**src/rtl/iter_mul_pkg.sv**
```systemverilog
// Shared definitions for the iterative shift-add multiply-accumulate unit.
// Contents: FSM state enum and counter-width helper.
package iter_mul_pkg;

    typedef enum logic [1:0] {
        IDLE = 2'd0,
        RUN  = 2'd1,
        DONE = 2'd2
    } state_t;

    // Iteration counter width: clog2(w), never narrower than one bit.
    function automatic int unsigned cnt_width(input int unsigned w);
        return (w < 2) ? 1 : $clog2(w);
    endfunction

endpackage

```
**src/rtl/iter_mul_step.sv**
```systemverilog
// One shift-add iteration of the multiplier datapath (purely combinational).
// Optional feature macro: ITER_MUL_SIGNED_EN adds i_sub (subtract instead of add).
// Ports:
//   i_sub     subtract mcand instead of adding it (signed build only)
//   i_acc     running accumulator, 2W bits
//   i_mcand   shifted multiplicand, 2W bits
//   i_mplier  remaining multiplier bits, LSB is the current bit
//   o_acc     accumulator after this iteration
//   o_mcand   multiplicand shifted left by one
//   o_mplier  multiplier shifted right by one
module iter_mul_step #(
    parameter int unsigned W = 5
) (
`ifdef ITER_MUL_SIGNED_EN
    input  logic             i_sub,
`endif
    input  logic [2*W-1:0]   i_acc,
    input  logic [2*W-1:0]   i_mcand,
    input  logic [W-1:0]     i_mplier,
    output logic [2*W-1:0]   o_acc,
    output logic [2*W-1:0]   o_mcand,
    output logic [W-1:0]     o_mplier
);

    // Conditional add (or subtract for the negative-weight MSB) plus shifts.
    always_comb begin
        o_acc    = i_acc;
        o_mcand  = i_mcand << 1;
        o_mplier = i_mplier >> 1;
        if (i_mplier[0]) begin
`ifdef ITER_MUL_SIGNED_EN
            if (i_sub) begin
                o_acc = i_acc - i_mcand;
            end else begin
                o_acc = i_acc + i_mcand;
            end
`else
            o_acc = i_acc + i_mcand;
`endif
        end
    end

endmodule

```
**src/rtl/iter_mul_acc.sv**
```systemverilog
// Multicycle shift-add multiply-accumulate: p = a*b + c over d_width iterations.
// Rebuilds a divider's dividend from quotient/divisor/remainder.
// Optional feature macro: ITER_MUL_SIGNED_EN adds signed_op (two's-complement mode).
// Ports:
//   clk        rising-edge clock
//   rst        synchronous active-high reset
//   start      one-cycle request, operands sampled with it
//   a, b, c    multiplicand, multiplier, addend (d_width bits)
//   signed_op  two's-complement mode (signed build only)
//   p          registered 2*d_width result, valid from ready onward
//   busy       high while iterating
//   ready      one-cycle completion pulse
module iter_mul_acc
    import iter_mul_pkg::*;
#(
    parameter int unsigned d_width = 5
) (
    input  logic                   clk,
    input  logic                   rst,
    input  logic                   start,
    input  logic [d_width-1:0]     a,
    input  logic [d_width-1:0]     b,
    input  logic [d_width-1:0]     c,
`ifdef ITER_MUL_SIGNED_EN
    input  logic                   signed_op,
`endif
    output logic [2*d_width-1:0]   p,
    output logic                   busy,
    output logic                   ready
);

    localparam int unsigned W  = d_width;
    localparam int unsigned PW = 2 * W;
    localparam int unsigned CW = cnt_width(W);

    state_t          r_state;
    state_t          w_state_next;
    logic [PW-1:0]   r_mcand;
    logic [PW-1:0]   r_acc;
    logic [PW-1:0]   r_p;
    logic [W-1:0]    r_mplier;
    logic [CW-1:0]   r_cnt;

    logic            w_accept;
    logic            w_last;
    logic            w_a_fill;
    logic            w_c_fill;
    logic [PW-1:0]   w_acc_next;
    logic [PW-1:0]   w_mcand_next;
    logic [W-1:0]    w_mplier_next;

    assign w_accept = start && ((r_state == IDLE) || (r_state == DONE));
    assign w_last   = (r_state == RUN) && (r_cnt == CW'(W - 1));

`ifdef ITER_MUL_SIGNED_EN
    logic r_signed;
    logic w_sub;

    // Sign-extension fill for a and c when the request is signed.
    assign w_a_fill = signed_op & a[W-1];
    assign w_c_fill = signed_op & c[W-1];
    // The multiplier MSB carries weight -2^(W-1) in signed mode.
    assign w_sub    = r_signed & w_last;
`else
    assign w_a_fill = 1'b0;
    assign w_c_fill = 1'b0;
`endif

    iter_mul_step #(
        .W (W)
    ) u_step (
`ifdef ITER_MUL_SIGNED_EN
        .i_sub    (w_sub),
`endif
        .i_acc    (r_acc),
        .i_mcand  (r_mcand),
        .i_mplier (r_mplier),
        .o_acc    (w_acc_next),
        .o_mcand  (w_mcand_next),
        .o_mplier (w_mplier_next)
    );

    // State register.
    always_ff @(posedge clk) begin
        if (rst) begin
            r_state <= IDLE;
        end else begin
            r_state <= w_state_next;
        end
    end

    // Next-state logic; DONE with start re-enters RUN without a bubble.
    always_comb begin
        w_state_next = r_state;
        case (r_state)
            IDLE:    if (start)  w_state_next = RUN;
            RUN:     if (w_last) w_state_next = DONE;
            DONE:    w_state_next = start ? RUN : IDLE;
            default: w_state_next = IDLE;
        endcase
    end

    // Datapath registers: load on accept, iterate in RUN, capture result on last step.
    always_ff @(posedge clk) begin
        if (rst) begin
            r_mcand  <= '0;
            r_mplier <= '0;
            r_acc    <= '0;
            r_cnt    <= '0;
            r_p      <= '0;
        end else if (w_accept) begin
            r_mcand  <= {{W{w_a_fill}}, a};
            r_mplier <= b;
            r_acc    <= {{W{w_c_fill}}, c};
            r_cnt    <= '0;
        end else if (r_state == RUN) begin
            r_mcand  <= w_mcand_next;
            r_mplier <= w_mplier_next;
            r_acc    <= w_acc_next;
            r_cnt    <= r_cnt + CW'(1);
            if (w_last) begin
                r_p <= w_acc_next;
            end
        end
    end

`ifdef ITER_MUL_SIGNED_EN
    // Mode latched with the operands so a mid-operation change has no effect.
    always_ff @(posedge clk) begin
        if (rst) begin
            r_signed <= 1'b0;
        end else if (w_accept) begin
            r_signed <= signed_op;
        end
    end
`endif

    assign p     = r_p;
    assign busy  = (r_state == RUN);
    assign ready = (r_state == DONE);

endmodule

```
**config.mk**
```make
export PLATFORM = sky130hd
export DESIGN_NAME = iter_mul_acc
export DESIGN_NICKNAME = d
export VERILOG_FILES = /design/src/rtl/iter_mul_pkg.sv /design/src/rtl/iter_mul_step.sv /design/src/rtl/iter_mul_acc.sv
export SDC_FILE = /design/constraint.sdc
export NUM_CORES = 1
export LEC_CHECK = 0
export ABC_AREA = 1
export ABC_CLOCK_PERIOD_IN_PS = 1900
export BUFFER_PORTS_ARGS = -buffer_cell sky130_fd_sc_hd__buf_2
export CORE_ASPECT_RATIO = 1.25
export CORE_MARGIN = 4
export CORE_UTILIZATION = 55
export DETAILED_ROUTE_END_ITERATION = 10
export GPL_TIMING_DRIVEN = 1
export HOLD_SLACK_MARGIN = 0.08
export PLACE_DENSITY = 0.88
export SETUP_SLACK_MARGIN = 0.4
export SLEW_MARGIN = 20
export SYNTH_ARGS = -nofsm -noshare
export SYNTH_HDL_FRONTEND = slang
export SYNTH_SLANG_ARGS = --single-unit
```
**constraint.sdc**
```tcl
create_clock -name clk -period 1.9 [get_ports clk]
set_input_delay 0.38 -clock clk [delete_from_list [all_inputs] [get_ports clk]]
set_output_delay 0.38 -clock clk [all_outputs]
set_load 0.02 [all_outputs]
```
==> out/metrics.yaml, run 1 <==
status: "finished, final reports clean"
worstPathRequired_ps: 2140
n_antenna_cell: 0
path_max_fanout: 3
clk_pin_slew_worst_paths_ps: 80
synth_cell_type_count: 31
die-area_mm2: 0.005020
start_util: 0.5732
rows: 25
drcViolationCount: 0
crit_top_cell: "nand3_2"
yosysSeqAreaShare: 0.3691
cts_sinks: 40
hpwl_um: 3488
gp_congestion: 0.9099
boundaryPins: 30
synthFlopType: "dfxtp_1"
tightest_slew_ps: 520.9
grt_max_degree: 21
ctsHoldBuffers: 0
max_stage_delay_ps: 400
crit_slowest_cell: "fa_2"
yosysTopAreaCell: "dfxtp_1"
hold_viol_final: 0
track_usage: 0.2384
busiest_layer: "met2"
fillers: 229
slew_violations: 0
fin_nets: 389
maxSlewHeadroom: 0.6523
numCtsBuffers: 5
grt_pass1_vias: 2107
timing.final.crit_share: 0.8899
min_path_type: "in -> reg"
root_buffer: "clkbuf_8"
timing.fmax_mhz: 591.4
synthTopCellsByCount: "88 x nand2_1, 41 x nor2_1, 40 x dfxtp_1, 35 x inv_1, 29 x nand3_1"
routed_wl_um: 7035
cts_max_level: 2
crit_chain: "ha_4 > fa_2 > nand3_2 > nand2_4 > nand3_2 > nand2_1 > nand2_1 > nand3_2 > nand3_2 > nand2_1 > inv_1"
via_count: 2416
power_density_mw_per_mm2: 653.6
utilization: 0.7752
crit_path_end_kind: "flip-flop"
routedWlPerCell_um: 16.99
skew_ps: 5.229
syn_nets: 345
synth_top_area_frac: 0.3691
critPathTopFamily: "simple AND/OR/NAND/NOR gates"
grt_setup_unrepaired: "yes"
async_reset_ff_frac: 0
yosysWarningCount: 0
antenna_left: 0
die_h_um: 78.22
fp.dieW_um: 64.18
gr-total-overflow: 0
cts_max_path_buffers: 2
p_leak_nw: 1.349
ys_ff_latch: 40
use_met1: 0.2723
vias_per_cell: 5.836
drt_iter0_drc: 359
critPathKind: "reg -> reg"
area_delta_synth_final_pct: 35.24
yosys-top-cells-area: "dfxtp_1 37%, nand2_1 15%, nor2_1 7.1%, nand3_1 6.7%, ha_1 6.3%"
grtUsageMet2: 0.4105
syn_inst: 315
crit_path_start_kind: "flip-flop"
critPathBufInv: 1
avgSynthCellArea_um2: 6.888
cts_tree: "built"
portBuffers: 29
dr.pass1.iters: 6
finalCriticalPeriod_ps: 1691
antenna_found_initial: 0
setup_viol: 0
core-area_mm2: 0.003785
synth_edf_count: 0
post-synth-top-count-cell: "nand2_1"
critPathArrivalTime_ps: 1930
clk_latency_ps: 300
drv_cap: 0
ir_drop_v: 0.0005201
grt_util_met3: 0.05866
synth_area_mm2: 0.002170
grt_pass1_wl_um: 9432
fin_tns_setup_ps: 0
drive_above_1_share: 0.3694
sequential cells by signal, summed over array words and instances (netlist names):
signal and cells:
p 10, r_acc 10, r_cnt 3, r_mcand 10
r_mplier 5, r_state 2
per-layer routing:
layer | share of wire | up-vias
met5 | 0 | -
met4 | 0.064 | 0
met3 | 0.095 | 53
met2 | 0.45 | 175
met1 | 0.39 | 1092
li1 | - | 1096
power breakdown:
| part | switching (mW) | internal, mW |
|---|---|---|
| clock | 0.290 | 0.296 |
| combinational | 0.244 | 0.169 |
| sequential | 0.0433 | 0.875 |
per-stage QoR:
stage	setup WS [ps]	instances	instance area [µm²]	hold WS, ps	power, mW
global route	139.1	414	2934	317.9	1.995
detailed placement	205.9	394	2370	460.8	1.200
floorplan	400.4	315	2175	439.1	1.130
finish	209.2	414	2934	319.6	1.918
CTS	353.9	405	2641	319.9	1.817
global placement	218.9	394	2370	450.6	1.193
final timing paths:
path | start | end | slack, ps | cells past startpoint
hold reg to reg | r_mplier[4] | r_mplier[4] | 470 | 2
setup reg to reg | r_acc[0] | r_acc[6] | 210 | 11
hold / removal | b[3] | r_mplier[3] | 320 | 3
setup / recovery | r_acc[0] | r_acc[6] | 210 | 11
logic make-up after synthesis:
group / after synthesis / synth area share
XOR/XNOR: 5 / 0.02019
buffers and inverters: 50 / 0.09977
adder cells (fa/ha/maj): 12 / 0.07266
flip-flops: 40 / 0.3691
AND/OR/NAND/NOR: 168 / 0.3287
AO/OA/AOI/OAI: 40 / 0.1096
worst register-to-register path, stage by stage, from the launching register on:
cell	delay (ps)
dfxtp_2	340
ha_4	170
fa_2	400
nand3_2	120
nand2_4	90
nand3_2	90
nand2_1	60
nand2_1	90
nand3_2	100
nand3_2	70
nand2_1	60
inv_1	50
area by class of cell:
| cell class | instances | area [µm²] | area share |
|---|---|---|---|
| multi-input cells | 225 | 1488 | 0.5070 |
| flip-flops and latches | 40 | 834.6 | 0.2844 |
| repair buffers | 48 | 297.8 | 0.1015 |
| inverters | 39 | 156.4 | 0.05330 |
| clock buffers | 8 | 90.09 | 0.03070 |
| well taps | 54 | 67.56 | 0.02303 |
placed cells by master, fill, tap and decap left out, drive strengths merged:
cell,n
a211oi,1
a21oi,15
a221oi,2
a22o,1
a31oi,6
buf,48
clkbuf,8
dfxtp,40
fa,1
ha,11
inv,39
nand2,90
nand3,29
nand3b,2
nand4,1
nor2,44
nor3,1
nor4,1
o21a,1
o21ai,12
o2bb2ai,2
xnor2,3
xor2,2
what timing repair did:
item	4_1_cts	5_1_grt
setup buffers	3	9
cloned	0	0
setup endpoints to repair	18	20
gates resized for setup	30	64
pin swaps	10	14
Note: power is estimated with default switching activity, not from simulation.
==> inputs of run 2 (changes only) <==
--- a/config.mk
+++ b/config.mk
@@ -14,9 +14,10 @@
 export DETAILED_ROUTE_END_ITERATION = 10
 export GPL_TIMING_DRIVEN = 1
 export HOLD_SLACK_MARGIN = 0.08
-export PLACE_DENSITY = 0.88
+export PLACE_DENSITY = 0.87
 export SETUP_SLACK_MARGIN = 0.4
 export SLEW_MARGIN = 20
 export SYNTH_ARGS = -nofsm -noshare
 export SYNTH_HDL_FRONTEND = slang
+export SYNTH_HIERARCHICAL = 1
 export SYNTH_SLANG_ARGS = --single-unit
==> run 2 against run 1 <==
Against the previous run:
- synthesized cell count rose by 21%
- non-clock buffer count fell by 11
- global-route usage fell by 5.0 points
- critical path type unchanged
- final area rose by 0.34%
- die area rose by 16%
- synthesized area rose by 18%
- sequential power rose by 1%
- clock power rose by 22%
- worst hold slack got worse by 17 ps
- core utilization fell by 11 points
- clock skew rose by 3.6 ps
==> out/metrics.yaml, run 2 <==
status: "finished, final reports clean"
drcViolationCount: 0
seq_power_share: 0.446
portBuffers: 29
boundaryPins: 30
avgSynthCellArea_um2: 6.705
antenna_found_initial: 0
synthTopCellsByCount: "130 x nand2_1, 51 x inv_1, 40 x dfxtp_1, 37 x nand3_1, 27 x a21oi_1"
fp.dieW_um: 69.04
root_buffer: "clkbuf_8"
hpwl_um: 3818
async_reset_ff_frac: 0
min_path_type: "in -> reg"
routedWlPerCell_um: 12.67
ys_ff_latch: 40
post-synth-top-count-cell: "nand2_1"
finalCriticalPeriod_ps: 1721
final_cell_mix: "124 x nand2_1, 50 x inv_1, 33 x nand3_1, 29 x buf_2, 28 x dfxtp_1"
clk_pin_slew_worst_paths_ps: 80
area_delta_synth_final_pct: 14.95
drive_above_1_share: 0.2600
syn_inst: 382
gp_congestion: 0.9019
n_antenna_cell: 0
setup_viol: 0
grt_max_degree: 27
clock_power_share: 0.343
rows: 27
numCtsBuffers: 5
path_max_fanout: 3
crit_chain: "ha_4 > fa_2 > nand3_2 > nand2_2 > xor2_1 > o21ai_1 > nand3_1 > nand2_1 > inv_2 > a21oi_2"
via_count: 2364
antenna_left: 0
worstPathRequired_ps: 2140
p_leak_nw: 1.404
yosys-top-cells-area: "dfxtp_1 31%, nand2_1 19%, inv_1 7.5%, nand3_1 7.2%, ha_1 5.4%"
crit_slowest_cell: "fa_2"
place_area_mm2: 0.002615
synthFlopType: "dfxtp_1"
fin_nets: 429
slew_violations: 0
critPathKind: "reg -> reg"
power_density_mw_per_mm2: 705.8
drv_cap: 0
synth_top_area_frac: 0.3127
grt_pass1_vias: 2156
dr.pass1.iters: 4
fillers: 373
yosysWarningCount: 6
die-area_mm2: 0.005819
cts_max_level: 2
synth_edf_count: 0
timing.fmax_mhz: 581.1
critPathArrivalTime_ps: 1960
grt_pass1_wl_um: 9163
clk_latency_ps: 300
yosysSeqAreaShare: 0.3127
synth_cell_type_count: 32
combPwrFrac: 0.211
fin_tns_setup_ps: 0
hold_viol_final: 0
timing.final.crit_share: 0.9058
gr-total-overflow: 0
crit_path_end_kind: "flip-flop"
start_util: 0.5744
internal_power_mw: 1.451
ctsHoldBuffers: 0
track_usage: 0.1882
synth_area_mm2: 0.002561
yosysTopAreaCell: "dfxtp_1"
totalPowerFinal_mw: 2.078
crit_path_start_kind: "flip-flop"
skew_ps: 8.846
max_stage_delay_ps: 380
cts_sinks: 40
core-area_mm2: 0.004459
switchingPower_mw: 0.6273
drt_iter0_drc: 153
grt_setup_unrepaired: "yes"
vias_per_cell: 5.162
die_h_um: 84.30
fin_area_mm2: 0.002944
cts_tree: "built"
switching_share: 0.3019
cts_max_path_buffers: 2
routed_wl_um: 5803
ir_drop_v: 0.0004876
final_common_cell: "nand2_1"
run 2: area by class of cell:
cell class / count / area (µm²) / area share
Timing Repair Buffer: 37 / 205.2 / 0.06970
Clock buffer: 5 / 68.82 / 0.02337
Clock inverter: 3 / 47.55 / 0.01615
Sequential cell: 40 / 823.3 / 0.2796
Tap cell: 58 / 72.57 / 0.02465
Multi-Input combinational cell: 262 / 1525 / 0.5181
Inverter: 53 / 201.4 / 0.06842
run 2: layer usage:
layer / up-vias / wire [µm] / global-route usage
met4: 0 / 112 / 0.07993
li1: 1203 / - / -
met3: 12 / 241 / 0.03593
met5: - / 0 / 0
met1: 1080 / 2312 / 0.2056
met2: 69 / 3136 / 0.3498
run 2: cells by family (layout without fill, tap and decap cells):
group,count (synthesis),after routing,share of synthesized area
other cells,1,2,0.001464
compound gates,40,40,0.08549
xor+xnor,4,4,0.01368
flops,40,40,0.3127
fa+ha+maj,12,12,0.06155
buf+inv,81,98,0.1676
simple gates,204,204,0.3576
run 2: repair_timing:
item,CTS,global route
pin swaps,8,10
gates resized for setup,14,23
endpoints found under the setup margin,17,18
setup buffers,3,2
run 2: path summary, 6_finish.rpt:
path                    to  cells past startpoint  slack (ps)       start
setup / recovery  r_acc[4]                     10         180  r_mcand[0]
hold / removal    r_acc[4]                      2         300         rst
setup reg to reg  r_acc[4]                     10         180  r_mcand[0]
hold reg to reg       p[3]                      2         470        p[3]
run 2: worst max-delay path, delay by kind of cell (launching register included):
| family | cells | cell delay, ps |
|---|---|---|
| and+or+nand+nor | 4 | 330 |
| DFF | 1 | 340 |
| xor gates and xnor gates | 1 | 140 |
| AOI/OAI and AO/OA | 2 | 260 |
| buffers and inverters | 1 | 40 |
| adders and majority gates | 2 | 540 |
run 2: power groups by stage:
stage	sequential (mW)	clock, mW	combinational (mW)
finish	0.928	0.712	0.438
global route	0.932	0.767	0.483
CTS	0.923	0.725	0.406
detailed placement	0.938	0	0.374
global placement	0.935	0	0.362
floorplan	0.929	0	0.354
run 2: stage by stage:
stage,util,std cells,hold WS (ps),setup WS (ps)
floorplan,-,383,449.1,313.1
global placement,0.5864,445,456.5,257.8
detailed placement,0.5864,445,459.7,172.6
CTS,0.6400,456,293.3,237.0
global route,0.6602,458,293.6,103.7
finish,0.6602,458,302.9,179.0
